## src/rtl/wb_grf_if.sv

```systemverilog
// Purpose: bundles the WB-stage write signals, decode read ports and trace drain port of wb_grf.
// Latency: wires only; timing is defined by the register file that uses it.
// Backpressure: trace_ready (from the monitor) is the only flow-control input; writes never stall.
//
// Port summary
//   master : drives RegWriteM/A3M/regdataM/pcM, A1/A2, trace_ready; observes RD1/RD2 and trace_*
//   slave  : the register file side (wb_grf)

interface wb_grf_if;
    // WB-stage write side
    logic        RegWriteM;
    logic [4:0]  A3M;
    logic [31:0] regdataM;
    logic [31:0] pcM;

    // decode read ports
    logic [4:0]  A1;
    logic [4:0]  A2;
    logic [31:0] RD1;
    logic [31:0] RD2;

    // trace drain
    logic        trace_valid;
    logic        trace_ready;
    logic [31:0] trace_pc;
    logic [4:0]  trace_reg;
    logic [31:0] trace_data;
    logic        trace_overflow;

    modport master (
        output RegWriteM, A3M, regdataM, pcM, A1, A2, trace_ready,
        input  RD1, RD2, trace_valid, trace_pc, trace_reg, trace_data, trace_overflow
    );

    modport slave (
        input  RegWriteM, A3M, regdataM, pcM, A1, A2, trace_ready,
        output RD1, RD2, trace_valid, trace_pc, trace_reg, trace_data, trace_overflow
    );
endinterface

```

## src/rtl/wb_grf.sv

```systemverilog
// Purpose: 32x32 general register file with write-through bypass and a trace FIFO of committed writes.
// Latency: reads are combinational (same-cycle bypass); trace records appear one cycle after the write.
// Backpressure: trace drained by valid/ready; when the FIFO is full with no pop the record is dropped and overflow sticks.
//
// Ports
//   clk   : rising-edge clock for all state
//   reset : asynchronous active-low reset, clears registers, FIFO and overflow flag
//   bus   : wb_grf_if.slave - WB write, two read ports, trace drain handshake

module wb_grf #(
    parameter int TRACE_DEPTH = 4
) (
    input  logic     clk,
    input  logic     reset,
    wb_grf_if.slave  bus
);

    localparam int              PW      = $clog2(TRACE_DEPTH);
    localparam logic [PW:0]     DEPTH_C = (PW+1)'(TRACE_DEPTH);

    typedef struct packed {
        logic [31:0] pc;
        logic [4:0]  rd;
        logic [31:0] data;
    } trace_rec_t;

    // ------------------------------------------------------------------
    // Qualified write: $0 is hardwired, so a write to it is a no-op for
    // both the array and the trace stream.
    // ------------------------------------------------------------------
    logic qw;
    assign qw = bus.RegWriteM && (bus.A3M != 5'd0);

    // ------------------------------------------------------------------
    // Register array. Entry 0 is cleared by reset and never written.
    // ------------------------------------------------------------------
    logic [31:0] rf_q [32];

    always_ff @(posedge clk or negedge reset) begin
        if (!reset) begin
            for (int i = 0; i < 32; i++) begin
                rf_q[i] <= '0;
            end
        end else if (qw) begin
            rf_q[bus.A3M] <= bus.regdataM;
        end
    end

    // ------------------------------------------------------------------
    // Read ports: $0 forced to zero, then the in-flight WB write wins over
    // the array so decode sees the value in the same cycle it commits.
    // ------------------------------------------------------------------
    logic [31:0] rd1_val;
    logic [31:0] rd2_val;

    always_comb begin
        rd1_val = '0;
        if (bus.A1 == 5'd0) begin
            rd1_val = '0;
        end else if (qw && (bus.A1 == bus.A3M)) begin
            rd1_val = bus.regdataM;
        end else begin
            rd1_val = rf_q[bus.A1];
        end
    end

    always_comb begin
        rd2_val = '0;
        if (bus.A2 == 5'd0) begin
            rd2_val = '0;
        end else if (qw && (bus.A2 == bus.A3M)) begin
            rd2_val = bus.regdataM;
        end else begin
            rd2_val = rf_q[bus.A2];
        end
    end

    assign bus.RD1 = rd1_val;
    assign bus.RD2 = rd2_val;

    // ------------------------------------------------------------------
    // Trace FIFO state
    // ------------------------------------------------------------------
    trace_rec_t     fifo_q [TRACE_DEPTH];
    logic [PW-1:0]  wr_ptr_q, wr_ptr_d;
    logic [PW-1:0]  rd_ptr_q, rd_ptr_d;
    logic [PW:0]    count_q,  count_d;
    logic           ovf_q,    ovf_d;

    logic           fifo_empty;
    logic           fifo_full;
    logic           pop;
    logic           push;
    logic           drop;
    trace_rec_t     push_rec;
    trace_rec_t     head_rec;

    assign fifo_empty = (count_q == '0);
    assign fifo_full  = (count_q == DEPTH_C);
    assign push_rec   = '{pc: bus.pcM, rd: bus.A3M, data: bus.regdataM};

    always_comb begin
        pop      = 1'b0;
        push     = 1'b0;
        drop     = 1'b0;
        wr_ptr_d = wr_ptr_q;
        rd_ptr_d = rd_ptr_q;
        count_d  = count_q;
        ovf_d    = ovf_q;

        // Pop only ever happens on a visible head, so empty can't underflow.
        pop  = !fifo_empty && bus.trace_ready;
        // A full FIFO still accepts when the head leaves on the same edge.
        push = qw && (!fifo_full || pop);
        drop = qw && fifo_full && !pop;

        if (push) begin
            wr_ptr_d = wr_ptr_q + PW'(1);
        end
        if (pop) begin
            rd_ptr_d = rd_ptr_q + PW'(1);
        end

        case ({push, pop})
            2'b10:   count_d = count_q + (PW+1)'(1);
            2'b01:   count_d = count_q - (PW+1)'(1);
            default: count_d = count_q;
        endcase

        if (drop) begin
            ovf_d = 1'b1;
        end
    end

    always_ff @(posedge clk or negedge reset) begin
        if (!reset) begin
            wr_ptr_q <= '0;
            rd_ptr_q <= '0;
            count_q  <= '0;
            ovf_q    <= 1'b0;
            // Storage is cleared as well so no stale record can ever resurface.
            for (int i = 0; i < TRACE_DEPTH; i++) begin
                fifo_q[i] <= '0;
            end
        end else begin
            wr_ptr_q <= wr_ptr_d;
            rd_ptr_q <= rd_ptr_d;
            count_q  <= count_d;
            ovf_q    <= ovf_d;
            if (push) begin
                fifo_q[wr_ptr_q] <= push_rec;
            end
        end
    end

    // ------------------------------------------------------------------
    // Trace outputs: head fields are masked to zero while empty so the
    // monitor never sees leftover storage.
    // ------------------------------------------------------------------
    assign head_rec = fifo_q[rd_ptr_q];

    assign bus.trace_valid    = !fifo_empty;
    assign bus.trace_pc       = fifo_empty ? 32'd0 : head_rec.pc;
    assign bus.trace_reg      = fifo_empty ? 5'd0  : head_rec.rd;
    assign bus.trace_data     = fifo_empty ? 32'd0 : head_rec.data;
    assign bus.trace_overflow = ovf_q;

endmodule

```

## src/flat_wrapper.sv

```systemverilog
// flat-port wrapper written by rule: the top's interface ports become plain ports
module wb_grf_flat 
#(
    parameter int TRACE_DEPTH = 4
)
  (clk, reset, bus_RegWriteM, bus_A3M, bus_regdataM, bus_pcM, bus_A1, bus_A2, bus_trace_ready, bus_RD1, bus_RD2, bus_trace_valid, bus_trace_pc, bus_trace_reg, bus_trace_data, bus_trace_overflow);
  wb_grf_if bus_i ();
  input  logic clk;
  input  logic reset;
  input wire logic [$bits(bus_i.RegWriteM)-1:0] bus_RegWriteM;
  input wire logic [$bits(bus_i.A3M)-1:0] bus_A3M;
  input wire logic [$bits(bus_i.regdataM)-1:0] bus_regdataM;
  input wire logic [$bits(bus_i.pcM)-1:0] bus_pcM;
  input wire logic [$bits(bus_i.A1)-1:0] bus_A1;
  input wire logic [$bits(bus_i.A2)-1:0] bus_A2;
  input wire logic [$bits(bus_i.trace_ready)-1:0] bus_trace_ready;
  output wire logic [$bits(bus_i.RD1)-1:0] bus_RD1;
  output wire logic [$bits(bus_i.RD2)-1:0] bus_RD2;
  output wire logic [$bits(bus_i.trace_valid)-1:0] bus_trace_valid;
  output wire logic [$bits(bus_i.trace_pc)-1:0] bus_trace_pc;
  output wire logic [$bits(bus_i.trace_reg)-1:0] bus_trace_reg;
  output wire logic [$bits(bus_i.trace_data)-1:0] bus_trace_data;
  output wire logic [$bits(bus_i.trace_overflow)-1:0] bus_trace_overflow;
  assign bus_i.RegWriteM = bus_RegWriteM;
  assign bus_i.A3M = bus_A3M;
  assign bus_i.regdataM = bus_regdataM;
  assign bus_i.pcM = bus_pcM;
  assign bus_i.A1 = bus_A1;
  assign bus_i.A2 = bus_A2;
  assign bus_i.trace_ready = bus_trace_ready;
  assign bus_RD1 = bus_i.RD1;
  assign bus_RD2 = bus_i.RD2;
  assign bus_trace_valid = bus_i.trace_valid;
  assign bus_trace_pc = bus_i.trace_pc;
  assign bus_trace_reg = bus_i.trace_reg;
  assign bus_trace_data = bus_i.trace_data;
  assign bus_trace_overflow = bus_i.trace_overflow;
  wb_grf #(.TRACE_DEPTH(TRACE_DEPTH)) u_core (.clk(clk), .reset(reset), .bus(bus_i));
endmodule
```

## config.mk

```make
export PLATFORM = sky130hd
export DESIGN_NAME = wb_grf_flat
export DESIGN_NICKNAME = d
export VERILOG_FILES = /design/src/rtl/wb_grf_if.sv /design/src/rtl/wb_grf.sv /design/src/flat_wrapper.sv
export SDC_FILE = /design/constraint.sdc
export NUM_CORES = 2
export LEC_CHECK = 0
export CAP_MARGIN = 25
export CELL_PAD_IN_SITES_DETAIL_PLACEMENT = 1
export CELL_PAD_IN_SITES_GLOBAL_PLACEMENT = 2
export CORE_MARGIN = 2
export CORE_UTILIZATION = 40
export DETAILED_ROUTE_END_ITERATION = 6
export HOLD_SLACK_MARGIN = 0.05
export PLACE_DENSITY_LB_ADDON = 0.1
export SYNTH_ARGS = -nofsm -noshare
export SYNTH_HDL_FRONTEND = slang
export SYNTH_SLANG_ARGS = --single-unit
```

## constraint.sdc

```tcl
create_clock -name clk -period 2.2 [get_ports clk]
set_clock_uncertainty 0.2 [all_clocks]
set_input_delay 0.22 -clock clk [delete_from_list [all_inputs] [get_ports clk]]
set_output_delay 0.22 -clock clk [all_outputs]
set_load 0.03 [all_outputs]
```

======== Word level (Yosys, flattened, before mapping) ========
Cells that the tools add are included.
word-level totals
  bits of input ports ..................... 83
  word-level logic and storage cells ...... 110
  output and inout port bits .............. 135
  memories kept ........................... 0
  ROM bits ................................ 0
  bits in latches ......................... 0
  bits in registers ....................... 1,308
  RAM bits ................................ 0
cells by class
  bitwise gates (word level) .............. 5
  shift-type cells ........................ 0
  order comparisons ....................... 7
  divide/modulo/power cells ............... 0
  reduce and logical (&&, ||, !) cells .... 18
  $add $sub $neg .......................... 4
  muxes and demuxes ....................... 23
  multipliers ............................. 0
  equal/unequal tests ..................... 5
operators by type and width
  kind                 number
  $bwmux 1024          1
  $mux 32              11
  $bmux 32 s5          2
  $bwmux 276           1
  $mux 69              3
  $demux 32 s5         1
  $bmux 69 s2          1
  $demux 69 s2         1
  $ge 6x6->1 const B   3
  $not 5->6            3
  $eq 5x5->1           2
  $logic_not 5->1      2
  $logic_and 1x1->1    9
  $ge 3x3->1 const B   2
  $lt 6x1->1 const B   1
  $not 2->3            2
  $pmux 3 s2           1
  $mux 5               1
  $reduce_bool 5->1    1
  $add 2x1->2 const B  2
  $add 3x1->3 const B  1
  $eq 3x3->1 const B   1
  $logic_not 1->1      3
  $logic_not 3->1      1
  other kinds (6)      6

======== Depth between registers and ports, before layout ========
  depth after elaboration ................. 7
  depth in mapped cells ................... 11
  gate-level depth less buffers ........... 10

======== Worst setup path after synthesis ========
No wires, ideal clock.
  path type ............................... input -> output
  start ................................... input bus_A2[4]
  end ..................................... output bus_RD2[7]
  path slack .............................. -0.232 ns
  cell stages on the path ................. 7
  data required time ...................... 1.780 ns
  data arrival time ....................... 2.012 ns
  path buffers ............................ 3
  path through ............................ buf_2 > buf_2 > clkinv_1 > nor2_1 > buf_2 > a221oi_1 > o21ai_0
between the ends
  cells in the longest elaborated chain, start to end .. 6
  elaborated cells on any way between the ends .. 9
  classes of those cells .................. eq/ne (1); mux (5); bitwise (1); reduce/logical (2)
RTL lines
  what                                         line                RTL
  start: declaration                           flat_wrapper.sv:15  input wire logic [$bits(bus_i.A2)-1:0] bus_A2;
  $not 5->6 (implied by the code)              wb_grf.sv:74        rd2_val = rf_q[bus.A2];
  $bmux 32 s5                                  wb_grf.sv:74
  $mux 32 (implied by the code) (2 in series)  wb_grf.sv:74
  $mux 32                                      wb_grf.sv:71        end else if (qw && (bus.A2 == bus.A3M)) begin
  $mux 32 *                                    wb_grf.sv:69        if (bus.A2 == 5'd0) begin
  end: declaration                             flat_wrapper.sv:18  output wire logic [$bits(bus_i.RD2)-1:0] bus_RD2;
Every way passes the cells marked *; elsewhere a longest branch is shown, timed or not. The select of a mux whose other input is x is not followed.

======== Worst setup path in the final report ========
  start ................................... register u_core.rf_q[527] in the netlist's numbering
  end ..................................... output bus_RD2[15]
between the ends
  cells in the longest elaborated chain, start to end .. 5
RTL lines
  what                                         line          RTL
  start: declaration                           wb_grf.sv:37  logic [31:0] rf_q [32];
  start signal: indexed assignment             wb_grf.sv:45  rf_q[bus.A3M] <= bus.regdataM;
  $bmux 32 s5                                  wb_grf.sv:74
  $mux 32 (implied by the code) (2 in series)  wb_grf.sv:74
  $mux 32                                      wb_grf.sv:71
  $mux 32                                      wb_grf.sv:69
No other way between the ends. The select of a mux whose other input is x is not followed.

==> implementation parameters <==
Parameter                              Value

Global route
  Total gr overflow    0
  Maximum number of pins on one net before global-route repair    between 100 and 150
  Antenna violations before repair    6
  Vias in the first global route    ~53,000
  Gr usage total    ~30%
  Global-route wire length before repair    roughly 390 mm

Power
  Total power divided by cell area    1070 nW/um^2
  IR drop worst, VDD    between 1 and 1.5 mV
  Reported leakage power    about 0.041 uW

Drt
  Starting DRT DRC Count    3,717
  Count of antenna-violating nets left after detailed routing    0
  WL final    roughly 280 mm
  Number of design rule violations left after detail routing    0
  Count of TritonRoute iterations in the first routing pass    5
  Vias post-DR    just under 50,000
  Drt wl/cell    approximately 34 um
  Vias per inst    around 6.0

Synth
  Cell variety after synth    75
  Mean cell area of the mapped netlist    about 14 um^2
  Post-synthesis cell count    ~4,800
  #FFs+latches synth    1,308
  Proportion of synthesized flip-flops having asynchronous set or reset    100%
  Synth warnings    0
  EDFF count, synth    0
  Dominant register cell in the synthesized netlist    dfrtp_1
  Net count after synthesis    around 5,000
  Mapped Area    between 60,000 and 70,000 um^2
  Largest area contributor in the synthesized netlist    dfrtp_1
  Synth top area cells    dfrtp_1 (48%), mux2_2 (21%), mux4_2 (15%), mux2i_1 (3.8%), clkbuf_1 (1.2%)
  Sequential element share of the synthesized area    ~48%
  Portion of synthesized cell area occupied by the leading cell type    between 40% and 50%

Setup path
  Maximum fanout count along the critical path    2
  CP Capture Type    primary output
  Last element of the critical path    bus_RD2[15]
  Worst R2R Path Depth    11
  Critical path class    flop to primary output
  Endpoint of the lowest-slack register-to-register path    u_core.count_q[2]
  Timing startpoint of the critical path    u_core.rf_q[527]
  Beginning of the worst register-to-register path    u_core.count_q[0]
  Setup slack of the worst register-to-register path    -0.10 ns
  CP Data Required Time    1.78 ns
  Setup crit start kind    flop
  Arrival time at the worst endpoint    approximately 3.0 ns

Hold path
  Worst min path class    input pin to flop

Place
  IO Port Bufs    ~220
  Final HPWL DP    186 mm
  Post-Place Worst Slack    -1.39 ns
  Cells after DPL    about 7,700
  Gp weighted congestion    roughly 0.86

Die
  Ports placed on the boundary    approximately 220
  Effective utilization at floorplan    40.1%
  Die outline area    about 170,000 um^2
  Die Span Y    about 420 um
  Placement Rows    roughly 150
  Horiz. Die Dim    418 um
  Floorplan core area    between 150,000 and 200,000 um^2

STA
  Rel. slew slack    52.6%
  Setup-failing EPs final    roughly 310
  Worst hold slack across all endpoints    approximately 0.10 ns
  Final Hold Violating Endpoints    0
  Worst Setup Slack, final    -1.18 ns
  Time the worst path needs with I/O delays and setup    3.38 ns
  Final Max Slew Viols    0
  Setup tns final    -111.30 ns
  Crit share post-route    154%
  F_max    slightly below 300 MHz
  Slew at the pin closest to its max-slew limit    about 0.71 ns
  RSZ-0062 raised after global routing    yes

Clocking
  Bufs on Longest Clock Path    3
  Root cell of the clock tree    clkbuf_16
  CTS buffer count    roughly 160
  Level count of the clock H-tree    4
  TritonCTS clock tree    done
  Clock Latency Late Sink    0.81 ns
  Clock Sink Count    between 1,000 and 1,500
  Clock-pin transition on the worst setup and hold timing paths    about 0.060 ns

Flow run
  Number of maximum-capacitance constraint violations    0

Finish
  Number of nets at the end of the flow    5,847
  Layout area overhead    33.2%
  Layout Utilization    between 50% and 60%
  Fraction of final layout cells sized beyond drive strength 1    a little over 60%
  Post-layout instance count excluding filler cells    8,115

Run status
  Violated checks    setup timing
  Outcome    finished, violations left
worst min path at each step:
stage          slack [ns]                   endpoint  cells after the start        startpoint
2_1_floorplan       -0.28  u_core.bus.trace_overflow                      0             reset
3_3_place_gp        -0.06           u_core.rf_q[230]                      1             reset
3_5_place_dp        -0.06           u_core.rf_q[198]                      1             reset
4_1_cts              0.05          u_core.fifo_q[20]                      3  bus_regdataM[20]
5_1_grt              0.09          u_core.fifo_q[20]                      3  bus_regdataM[20]
6_report             0.10          u_core.fifo_q[20]                      3  bus_regdataM[20]
metal layers:
layer	global-route usage (%)	wire, um	share of wire (%)
met1	41.1	115000	42
met2	50.4	133000	48
met3	4.94	14100	5.1
met4	11.9	12500	4.5
met5	0	12	0.0044
cell type report:
type / count / area [um^2]
Tap cell: 2233 / 2790
Antenna cell: 2 / 5.00
Sequential cell: 1308 / 32700
Fill cell: 16200 / 79700
Multi-Input combinational cell: 2933 / 35900
Clock buffer: 242 / 4620
Inverter: 13 / 48.8
Clock inverter: 37 / 415
Timing Repair Buffer: 1347 / 14900
flip-flops by register name, summed over array words and instances, names as in the netlist:
register / cells
u_core.bus.trace_overflow: 1
u_core.wr_ptr_q: 2
u_core.count_q: 3
u_core.rf_q: 1024
u_core.fifo_q: 276
u_core.rd_ptr_q: 2
critical path, cell delays in order, from the launching register on:
cell and delay (ns):
dfrtp_1 0.37, mux2i_2 0.09, a221oi_2 0.24, buf_4 0.15, o21ai_2 0.04, o21ai_1 0.07, o311ai_1 0.11, buf_4 0.19
o211ai_1 0.53, buf_4 0.25, buf_12 0.12
per-stage QoR:
stage / total power [uW] / area, um^2
3_3_place_gp: 64600 / 81900
5_1_grt: 102000 / 91500
3_5_place_dp: 65500 / 81900
4_1_cts: 95100 / 89400
6_report: 97900 / 91500
2_1_floorplan: 52500 / 69200
cell usage after synthesis, types with 14 or more instances:
master,n
a211oi_1,26
a21oi_1,96
a221oi_1,45
a22oi_1,68
a31oi_1,14
and2_1,73
buf_1,68
buf_2,156
buf_4,36
buf_6,41
clkbuf_1,217
dfrtp_1,1308
mux2_1,24
mux2_2,1282
mux2i_1,259
mux4_2,445
nand2_1,73
nand2b_1,16
nand3_1,38
nor2_1,84
nor2b_1,25
nor3_1,24
o211ai_1,31
o21ai_0,90
o22ai_1,55
report_power, final:
part	total [uW]	internal, uW	leakage [uW]	switching (uW)
combinational	37700	21400	0.0217	16300
sequential	34500	30400	0.0165	4120
clock	25700	14900	0.00246	10800
total	97900	66700	0.0407	31200
repair_timing:
item	in CTS	in global routing
buffers inserted	51	32
endpoints found under the setup margin	367	408
gates cloned	4	28
hold buffers	38	1
pin swaps	171	123
endpoints found under the hold margin	1448	4
resized for setup	585	382
logic make-up (layout without fill, tap and decap cells):
kind of cell / count (synthesis) / in the layout / share of synthesized area (%)
compound gates: 504 / 504 / 5.00
other cells: 0 / 2 / 0
flops: 1308 / 1308 / 47.7
buf+inv: 546 / 1639 / 4.20
simple gates: 391 / 396 / 2.98
mux: 2011 / 2011 / 39.8
fa+ha+maj: 6 / 6 / 0.120
xor+xnor: 16 / 16 / 0.204
cells in the final DEF (no fill, tap or decap), types with 16 or more instances in the layout:
master           Yosys  final
a21oi_4              0     16
o22ai_1             55     31
o21ai_1              3     32
and2_4               0     70
buf_6               41    170
mux2_4               0    138
a22oi_1             68     37
o21ai_0             90     45
clkbuf_1           217     48
a221oi_2             2     17
clkdlybuf4s50_1      0     67
nand2_2              6     23
buf_8               10     16
clkbuf_8             0     38
clkinv_2             0     17
o211ai_1            31     31
mux4_2             445    446
dfrtp_1           1308   1306
a22oi_2              1     32
nor2_4               1     37
a211oi_2             0     18
buf_4               36    755
buf_12               5    269
clkbuf_16            0    173
nor2_1              84     26
nand3_1             38     31
a21oi_1             96     45
dlygate4sd3_1        0     38
mux2i_1            259    247
a21oi_2              0     35
nand2_1             73     51
mux2_1              24     20
nor2_2               1     23
a221oi_1            45     29
mux2_2            1282   1148
No activity file was read; power rests on OpenSTA's default activity.
